File: src/rtl/gauss_window_gen.sv
// Raster-order 3x3 neighbourhood generator feeding gauss_blur.
// Line storage is a shift-register delay line; borders are zero-padded on the output register.
module gauss_window_gen #(
  parameter int IMAGE_WIDTH  = 128,
  parameter int IMAGE_HEIGHT = 128,
  parameter int DATA_WIDTH   = 8
) (
  input  logic                            clk,
  input  logic                            Reset,
  input  logic                            in_valid,
  output logic                            in_ready,
  input  logic [DATA_WIDTH-1:0]           in_pixel,
  output logic                            out_valid,
  input  logic                            out_ready,
  output logic [DATA_WIDTH-1:0]           window_pixel_1,
  output logic [DATA_WIDTH-1:0]           window_pixel_2,
  output logic [DATA_WIDTH-1:0]           window_pixel_3,
  output logic [DATA_WIDTH-1:0]           window_pixel_4,
  output logic [DATA_WIDTH-1:0]           window_pixel_5,
  output logic [DATA_WIDTH-1:0]           window_pixel_6,
  output logic [DATA_WIDTH-1:0]           window_pixel_7,
  output logic [DATA_WIDTH-1:0]           window_pixel_8,
  output logic [DATA_WIDTH-1:0]           window_pixel_9,
  output logic [$clog2(IMAGE_HEIGHT)-1:0] out_row,
  output logic [$clog2(IMAGE_WIDTH)-1:0]  out_col,
  output logic                            out_last
);

  localparam int W   = IMAGE_WIDTH;
  localparam int H   = IMAGE_HEIGHT;
  localparam int DW  = DATA_WIDTH;
  localparam int N   = W * H;
  localparam int RW  = $clog2(H);
  localparam int CLW = $clog2(W);
  localparam int KW  = $clog2(N + 1);
  localparam int FW  = $clog2(W + 2);
  localparam int DL  = 2 * W + 2;

  typedef enum logic [1:0] {S_FILL, S_STREAM, S_FLUSH, S_DRAIN} state_t;

  state_t            state, state_nxt;
  logic [KW-1:0]     in_cnt;
  logic [FW-1:0]     fl_cnt;
  logic [RW-1:0]     ld_row;
  logic [CLW-1:0]    ld_col;
  logic              accept;
  logic              load;
  logic              shift;
  logic [DW-1:0]     shift_in;
  logic [DW-1:0]     dl [DL];
  logic [9*DW-1:0]   taps;

  logic              vld_p0;
  logic [9*DW-1:0]   win_p0;
  logic [RW-1:0]     row_p0;
  logic [CLW-1:0]    col_p0;
  logic              last_p0;

  // Zero the taps that fall outside the frame; pixel p sits at slice p-1.
  function automatic logic [9*DW-1:0] pad_window(input logic [9*DW-1:0] w,
                                                 input logic top, input logic bot,
                                                 input logic lft, input logic rgt);
    logic [9*DW-1:0] o;
    o = w;
    for (int p = 0; p < 9; p++) begin
      if ((top && p < 3) || (bot && p > 5) || (lft && (p % 3) == 0) || (rgt && (p % 3) == 2))
        o[p*DW +: DW] = '0;
    end
    return o;
  endfunction

  always_ff @(posedge clk or posedge Reset) begin
    if (Reset) state <= S_FILL;
    else       state <= state_nxt;
  end

  always_comb begin
    state_nxt = state;
    case (state)
      S_FILL:   if (accept && in_cnt == KW'(W))     state_nxt = S_STREAM;
      S_STREAM: if (accept && in_cnt == KW'(N - 1)) state_nxt = S_FLUSH;
      S_FLUSH:  if (load && fl_cnt == FW'(W))       state_nxt = S_DRAIN;
      S_DRAIN:  if (vld_p0 && out_ready && last_p0) state_nxt = S_FILL;
      default:                                      state_nxt = S_FILL;
    endcase
  end

  always_comb begin
    in_ready = 1'b0;
    load     = 1'b0;
    case (state)
      S_FILL:   in_ready = 1'b1;
      S_STREAM: begin
        in_ready = !vld_p0 || out_ready;
        load     = in_valid && (!vld_p0 || out_ready);
      end
      S_FLUSH:  load = !vld_p0 || out_ready;
      default:  ;
    endcase
  end

  assign accept   = in_valid && in_ready;
  assign shift    = accept || (state == S_FLUSH && load);
  assign shift_in = (state == S_FLUSH) ? '0 : in_pixel;

  always_ff @(posedge clk or posedge Reset) begin
    if (Reset) begin
      in_cnt <= '0;
      fl_cnt <= '0;
      ld_row <= '0;
      ld_col <= '0;
    end else begin
      if (accept)
        in_cnt <= (in_cnt == KW'(N - 1)) ? '0 : in_cnt + 1'b1;
      if (state == S_FLUSH && load)
        fl_cnt <= (fl_cnt == FW'(W)) ? '0 : fl_cnt + 1'b1;
      if (load) begin
        if (ld_col == CLW'(W - 1)) begin
          ld_col <= '0;
          ld_row <= (ld_row == RW'(H - 1)) ? '0 : ld_row + 1'b1;
        end else begin
          ld_col <= ld_col + 1'b1;
        end
      end
    end
  end

  // Delay line: dl[j] holds the pixel j+1 positions older than the newest one.
  always_ff @(posedge clk) begin
    if (shift) begin
      dl[0] <= shift_in;
      for (int i = 1; i < DL; i++) dl[i] <= dl[i-1];
    end
  end

  assign taps = {shift_in, dl[0], dl[1], dl[W-1], dl[W], dl[W+1], dl[2*W-1], dl[2*W], dl[2*W+1]};

  // Stage p0: registered, padded window held while the consumer stalls.
  always_ff @(posedge clk or posedge Reset) begin
    if (Reset) begin
      vld_p0  <= 1'b0;
      win_p0  <= '0;
      row_p0  <= '0;
      col_p0  <= '0;
      last_p0 <= 1'b0;
    end else if (load) begin
      vld_p0  <= 1'b1;
      win_p0  <= pad_window(taps, ld_row == '0, ld_row == RW'(H - 1),
                            ld_col == '0, ld_col == CLW'(W - 1));
      row_p0  <= ld_row;
      col_p0  <= ld_col;
      last_p0 <= (ld_row == RW'(H - 1)) && (ld_col == CLW'(W - 1));
    end else if (out_ready) begin
      vld_p0  <= 1'b0;
    end
  end

  assign out_valid      = vld_p0;
  assign out_row        = row_p0;
  assign out_col        = col_p0;
  assign out_last       = last_p0;
  assign window_pixel_1 = win_p0[0*DW +: DW];
  assign window_pixel_2 = win_p0[1*DW +: DW];
  assign window_pixel_3 = win_p0[2*DW +: DW];
  assign window_pixel_4 = win_p0[3*DW +: DW];
  assign window_pixel_5 = win_p0[4*DW +: DW];
  assign window_pixel_6 = win_p0[5*DW +: DW];
  assign window_pixel_7 = win_p0[6*DW +: DW];
  assign window_pixel_8 = win_p0[7*DW +: DW];
  assign window_pixel_9 = win_p0[8*DW +: DW];

endmodule

File: config.mk
export PLATFORM = sky130hd
export DESIGN_NAME = gauss_window_gen
export DESIGN_NICKNAME = d
export VERILOG_FILES = /design/src/rtl/gauss_window_gen.sv
export SDC_FILE = /design/constraint.sdc
export NUM_CORES = 1
export LEC_CHECK = 0
export ABC_AREA = 1
export ABC_CLOCK_PERIOD_IN_PS = 77300
export CAP_MARGIN = 40
export CELL_PAD_IN_SITES_DETAIL_PLACEMENT = 1
export CELL_PAD_IN_SITES_GLOBAL_PLACEMENT = 1
export CORE_ASPECT_RATIO = 0.6
export CORE_MARGIN = 2
export CORE_UTILIZATION = 55
export DETAILED_ROUTE_END_ITERATION = 7
export PLACE_DENSITY_LB_ADDON = 0.25
export SYNTH_ARGS = -nofsm -noshare
export SYNTH_HDL_FRONTEND = slang
export SYNTH_SLANG_ARGS = --single-unit
File: constraint.sdc
create_clock -name clk -period 77.3 [get_ports clk]
set_input_delay 11.595 -clock clk [delete_from_list [all_inputs] [get_ports clk]]
set_output_delay 11.595 -clock clk [all_outputs]
set_load 0.02 [all_outputs]
==> metrics.txt, run 1 <==
Min Clock Period, post-route=24,640 ps; IO Pins=101; Fmax=between 40 and 50 MHz; Worst Hold Launch=dl[23][7]; skew final=about 24 ps; r2r startpoint=state[0]; Post-Syn Nets=2,743; placed inst area=0.0712 sq mm; CP arrival=13,040 ps; Tot Pwr=2470 uW; Reg2Reg Depth=12; Yosys cell types=38; die area=0.126 sq mm; hold crit path type=flop to flop; Synth Flop Type=edfxtp_1; slew margin rel.=26.1%; Post-Layout Cell Count=~4,800; vias in the first global route=between 20,000 and 30,000; VDD IR-drop max=0.0000244 V; Die Y=~280 microns; CP Data Required Time=65,710 ps; period utilization=between 30% and 40%; largest net degree at the start of global routing=226; ys async rst share=5.80%; input/output buffers=100; Iter 0 DRT Violations=between 1,500 and 2,000; Final setup viols=0; CTS tree=done; global-route wire length before repair=approximately 150 mm; Slew @ Worst Pin=between 1000 and 1500 ps; # placed instances=4,451; gr ovfl total=0; fraction of layout instances using a drive strength above 1=9.82%; post-route DRC violation count=0; status=finished clean; Critical Path End Type=output port; Final Max Tran Viols=0; vias per cell=slightly above 5; CTS Hold Buffers Added=0; top-area cell type share of the netlist area=91.5%; Clock Pin Slew Worst Setup and Hold Paths=60 ps; WHS=399 ps; RR Endpoint=dl[124][7]; cell taking the most area after synthesis=edfxtp_1; All-Layer GR Usage=16.0%; hpwl dp=50.0 mm; Pint=1960 uW; Root Driver=clkbuf_16; Hold Path End=dl[24][7]; clk sinks=2,191; Post-DRT Antenna Nets=0; setup repair bufs after CTS=0; Syn Inst Count=2,719; Pre-Repair DR Iteration Count=5; RePlAce Congestion=0.780; Die X-Extent=457 microns; synthesis-to-finish area growth=13.5%; Wirelength per Cell=19.9 microns; Synth Register Bits=2,191; Fin Setup TNS=0 ps; Syn Area/Cell=24.9 sq um; CTS max path bufs=3; top post-synthesis cells by area=edfxtp_1 92%, dfrtp_1 4.7%, nand2_1 1.3%, inv_1 0.34%, nand3_1 0.32%; post-route cell area=just under 0.08 sq mm; post-CTS sizing=0; vias=24,300; RSZ-0062 raised after global routing=false; Rows=99; Net Sw Frac=about a fifth; Pleak=between 0.02 and 0.03 uW; Synth top cells by count=2,064 x edfxtp_1, 235 x nand2_1, 127 x dfrtp_1; count leader, synth=edfxtp_1; maxcap violations=0; Seq/Total Area, Yosys=between 90 and 100%; EDFF count, synth=2,064; synth warn=0; CTS buffer count=180; WL final=roughly 95 mm; clk_lat worst skew=770 ps; core area=0.122 sq mm; H-tree depth=4; clock power share=35.3%; Hold Fails Final Rpt=0; Psw=507 uW; hold path depth=0; logic gate share of total power=roughly 3.6%; power density cells=32.1 mW/mm^2; CP Launch Type=input pin; worst reg-to-reg setup slack=71,430 ps; Seq pwr share=61.1%; worst-path fanout max=2; initial antenna violation count=3; Nets=3,042; initial core utilization=55.6%; WS Path Type=input pin to output port; Mapped Area=0.0677 sq mm
## critical path, cell delays in order
cell and delay, ps:
clkdlybuf4s50_1 470, inv_1 80, nand2_1 80, nand2_1 90, nand2_1 110, clkdlybuf4s50_1 620
## power by group through the flow
stage	registers (uW)	clock network [uW]	logic [uW]
5_1_grt	1520	940	101
3_5_place_dp	1530	0	93.0
6_report	1510	872	89.5
4_1_cts	1510	902	90.8
3_3_place_gp	1530	0	79.3
2_1_floorplan	1930	0	59.8
## cells by family after synthesis
group / synth area share, %
flip-flops: 96.2
AND/OR/NAND/NOR: 2.23
buffers and inverters: 0.532
AO/OA/AOI/OAI: 0.565
XOR/XNOR: 0.259
adder cells (fa/ha/maj): 0.222
## final cells by class
cell class | count | area [sq um]
diodes | 2 | 5.00
clock buffers | 230 | 4840
clock inverters | 101 | 841
fillers | 9716 | 45000
inverters | 63 | 241
multi-input cells | 445 | 2220
flip-flops and latches | 2191 | 65200
well taps | 1616 | 2020
repair buffers | 137 | 1550
## registers in the layout, indices dropped and copies added (netlist names)
| name | count |
|---|---|
| out_col | 7 |
| ld_col | 7 |
| out_row | 7 |
| out_last | 1 |
| dl | 2064 |
| state | 2 |
| ld_row | 7 |
| in_cnt | 15 |
| win_p0 | 72 |
| fl_cnt | 8 |
| out_valid | 1 |
## worst max path at each step
stage | start | to | cells past startpoint
finish | out_ready | in_ready | 6
global route | out_ready | in_ready | 6
floorplan | out_ready | dl[0][0] | 4
global placement | out_ready | in_ready | 6
detailed placement | out_ready | in_ready | 6
CTS | out_ready | in_ready | 6
## per-stage QoR
step	setup WS [ps]	util, %
2_1_floorplan	17960	-
5_1_grt	52580	63.1
6_report	52660	63.1
3_5_place_dp	52660	58.4
4_1_cts	52660	63.0
3_3_place_gp	52560	58.1
## placed cells by master (no fill, tap or decap), drive strengths merged, types with 8 or more instances in the layout
| master | synthesis | final |
|---|---|---|
| buf | 18 | 37 |
| clkbuf | 2 | 230 |
| ha | 12 | 12 |
| clkinvlp | 0 | 9 |
| nand2 | 240 | 240 |
| dfrtp | 127 | 127 |
| nand4 | 14 | 14 |
| a22o | 8 | 8 |
| clkdlybuf4s50 | 0 | 100 |
| nor2 | 40 | 40 |
| nand3 | 45 | 45 |
| bufinv | 0 | 11 |
| inv | 62 | 71 |
| o21ai | 47 | 47 |
| clkinv | 1 | 73 |
| edfxtp | 2064 | 2064 |
| xor2 | 16 | 16 |
## routing by layer
metal	global-route usage (%)	routed length, microns
met5	0	0
met4	5.62	2110
met3	3.53	4430
met2	23.5	44100
met1	24.1	44700
(Power assumes the default switching activity.)
==> inputs of run 2 (changes only) <==
- ABC_CLOCK_PERIOD_IN_PS: 77300 -> 24500
- clock period: 77.3 -> 24.5 ns (I/O delays scaled with it)
==> run 2 against run 1 <==
  * Wire length rose by 2.3%
  * Hold slack gained 0.86 ps
  * Final area grew 0.25%
  * Combinational power increased to 3.2 times the previous value
  * Via count hardly changed
  * Sequential power rose to 3.2 times the previous value
  * Count of clock-buffer cells in the layout increased by 5
  * Non-clock buffer count decreased by 2
  * Flip-flop and latch count is the same
  * Clock skew fell by 3.5 ps
  * First-iteration DRC count increased by 4.2%
==> metrics.txt, run 2 (synthesized netlist as in run 1, its figures left out) <==
status=finished clean; Reg with most FFs=dl; Min Clock Period, post-route=8820 ps; WL final=between 90 and 100 mm; All-Layer GR Usage=16.3%; Nets=3,039; Post-Layout Cell Count=4,782; RSZ-0062 raised after global routing=false; Rows=99; Post-DRT Antenna Nets=0; clock power share=35.9%; power density cells=102 mW/mm^2; CTS max path bufs=3; hpwl dp=51.4 mm; Slew @ Worst Pin=1090 ps; slew margin rel.=between 20 and 30%; vias=~24,000; Hold Fails Final Rpt=0; initial antenna violation count=6; met2 Resource Use GR=24.4%; Pleak=0.0268 uW; most common cell after layout, fill and taps aside=edfxtp_1; Wirelength per Cell=20.4 microns; grt met3 use=3.51%; WS Path Type=input pin to output port; fraction of layout instances using a drive strength above 1=roughly 9.9%; gr ovfl total=0; setup repair bufs after CTS=0; Critical Path End Type=output port; core area=0.122 sq mm; post-CTS sizing=0; clk_lat worst skew=770 ps; vias in the first global route=about 25,000; largest registers=dl: 2064 flops, win_p0: 72 flops, in_cnt: 15 flops; synthesis-to-finish area growth=13.8%; Die X-Extent=about 460 microns; Pint=6280 uW; CTS buffer count=179; skew final=20.9 ps; Pre-Repair DR Iteration Count=5; CP arrival=5140 ps; H-tree depth=4; hold crit path type=flop to flop; clk sinks=2,191; placed inst area=0.0712 sq mm; initial core utilization=a little under three fifths; CTS tree=done; Seq pwr share=60.5%; Root Driver=clkbuf_16; vias per cell=5.09; # placed instances=4,450; fillers=9,689; Net Sw Frac=20.3%; Iter 0 DRT Violations=2,080; global-route wire length before repair=about 150 mm; grt met1 use=between 20% and 30%; RePlAce Congestion=0.745; most frequent cells in the layout=2,064 x edfxtp_1, 234 x nand2_1, 184 x clkbuf_16; CTS Hold Buffers Added=0; GRT Max-Usage Layer=met2; worst slack, placed=15,200 ps; Fmax=113 MHz; period utilization=36.0%; post-route cell area=0.0771 sq mm; maxcap violations=0; Worst Setup Slack, final=15,680 ps; input/output buffers=100; Final Max Tran Viols=0; max reg flops=2,064; post-route DRC violation count=0; largest net degree at the start of global routing=211; VDD IR-drop max=0.0000709 V; CP Launch Type=input pin; Fin Setup TNS=0 ps; Clock Pin Slew Worst Setup and Hold Paths=around 70 ps; IO Pins=101; Final setup viols=0; Die Y=276 microns; die area=0.126 sq mm; Psw=1600 uW; CP Data Required Time=between 20,000 and 25,000 ps; worst-path fanout max=2; logic gate share of total power=3.6%
[run 2: changes by cell type in the layout (fill, tap and decap cells not counted), sizes merged]
cell and change:
clkinv -10, bufinv +7, clkbuf +5, clkinvlp -3
buf -2, diode +1, inv -1
[run 2: worst paths after layout]
kind	start	end	slack [ps]	depth (start not counted)
max	out_ready	in_ready	15680	6
min	dl[249][1]	dl[250][1]	400	0
max reg2reg	state[0]	dl[218][5]	18740	9
min reg2reg	dl[249][1]	dl[250][1]	400	0
max in group asynchronous	Reset	fl_cnt[2]	19960	4
min in group asynchronous	Reset	ld_col[1]	3340	2
[run 2: metrics by stage]
stage | total power [uW] | hold slack (ps) | util (%)
5_1_grt | 8180 | 403 | 63.2
4_1_cts | 7990 | 400 | 63.2
6_report | 7880 | 400 | 63.2
3_5_place_dp | 5130 | 405 | 58.4
2_1_floorplan | 5350 | 400 | -
3_3_place_gp | 5070 | 401 | 58.1
[run 2: area by class of cell]
| cell class | count | area [sq um] | share of cell area (%) |
|---|---|---|---|
| flip-flops and latches | 2191 | 65200 | 84.5 |
| clock buffers | 235 | 4900 | 6.35 |
| multi-input cells | 445 | 2230 | 2.90 |
| well taps | 1616 | 2020 | 2.62 |
| repair buffers | 135 | 1540 | 2.00 |
| clock inverters | 94 | 975 | 1.26 |
| inverters | 63 | 241 | 0.313 |
| diodes | 3 | 7.51 | 0.00974 |
[run 2: critical path: stages]
cell             delay, ps
clkdlybuf4s50_1        490
inv_1                   80
nand2_1                 90
nand2_1                 90
nand2_1                100
clkdlybuf4s50_1        610
[run 2: routing by layer]
layer	wire length (microns)	up-vias
met5	0	-
met2	45400	449
met4	2450	0
met1	44700	12600
met3	5020	160
li1	-	11100
[run 2: power by group through the flow]
stage	clock, uW	sequential, uW	combinational [uW]
final	2830	4770	282
after global routing	3050	4810	319
after CTS	2920	4780	288
after detailed placement	0	4840	294
after global placement	0	4820	251
after floorplan	0	5160	189
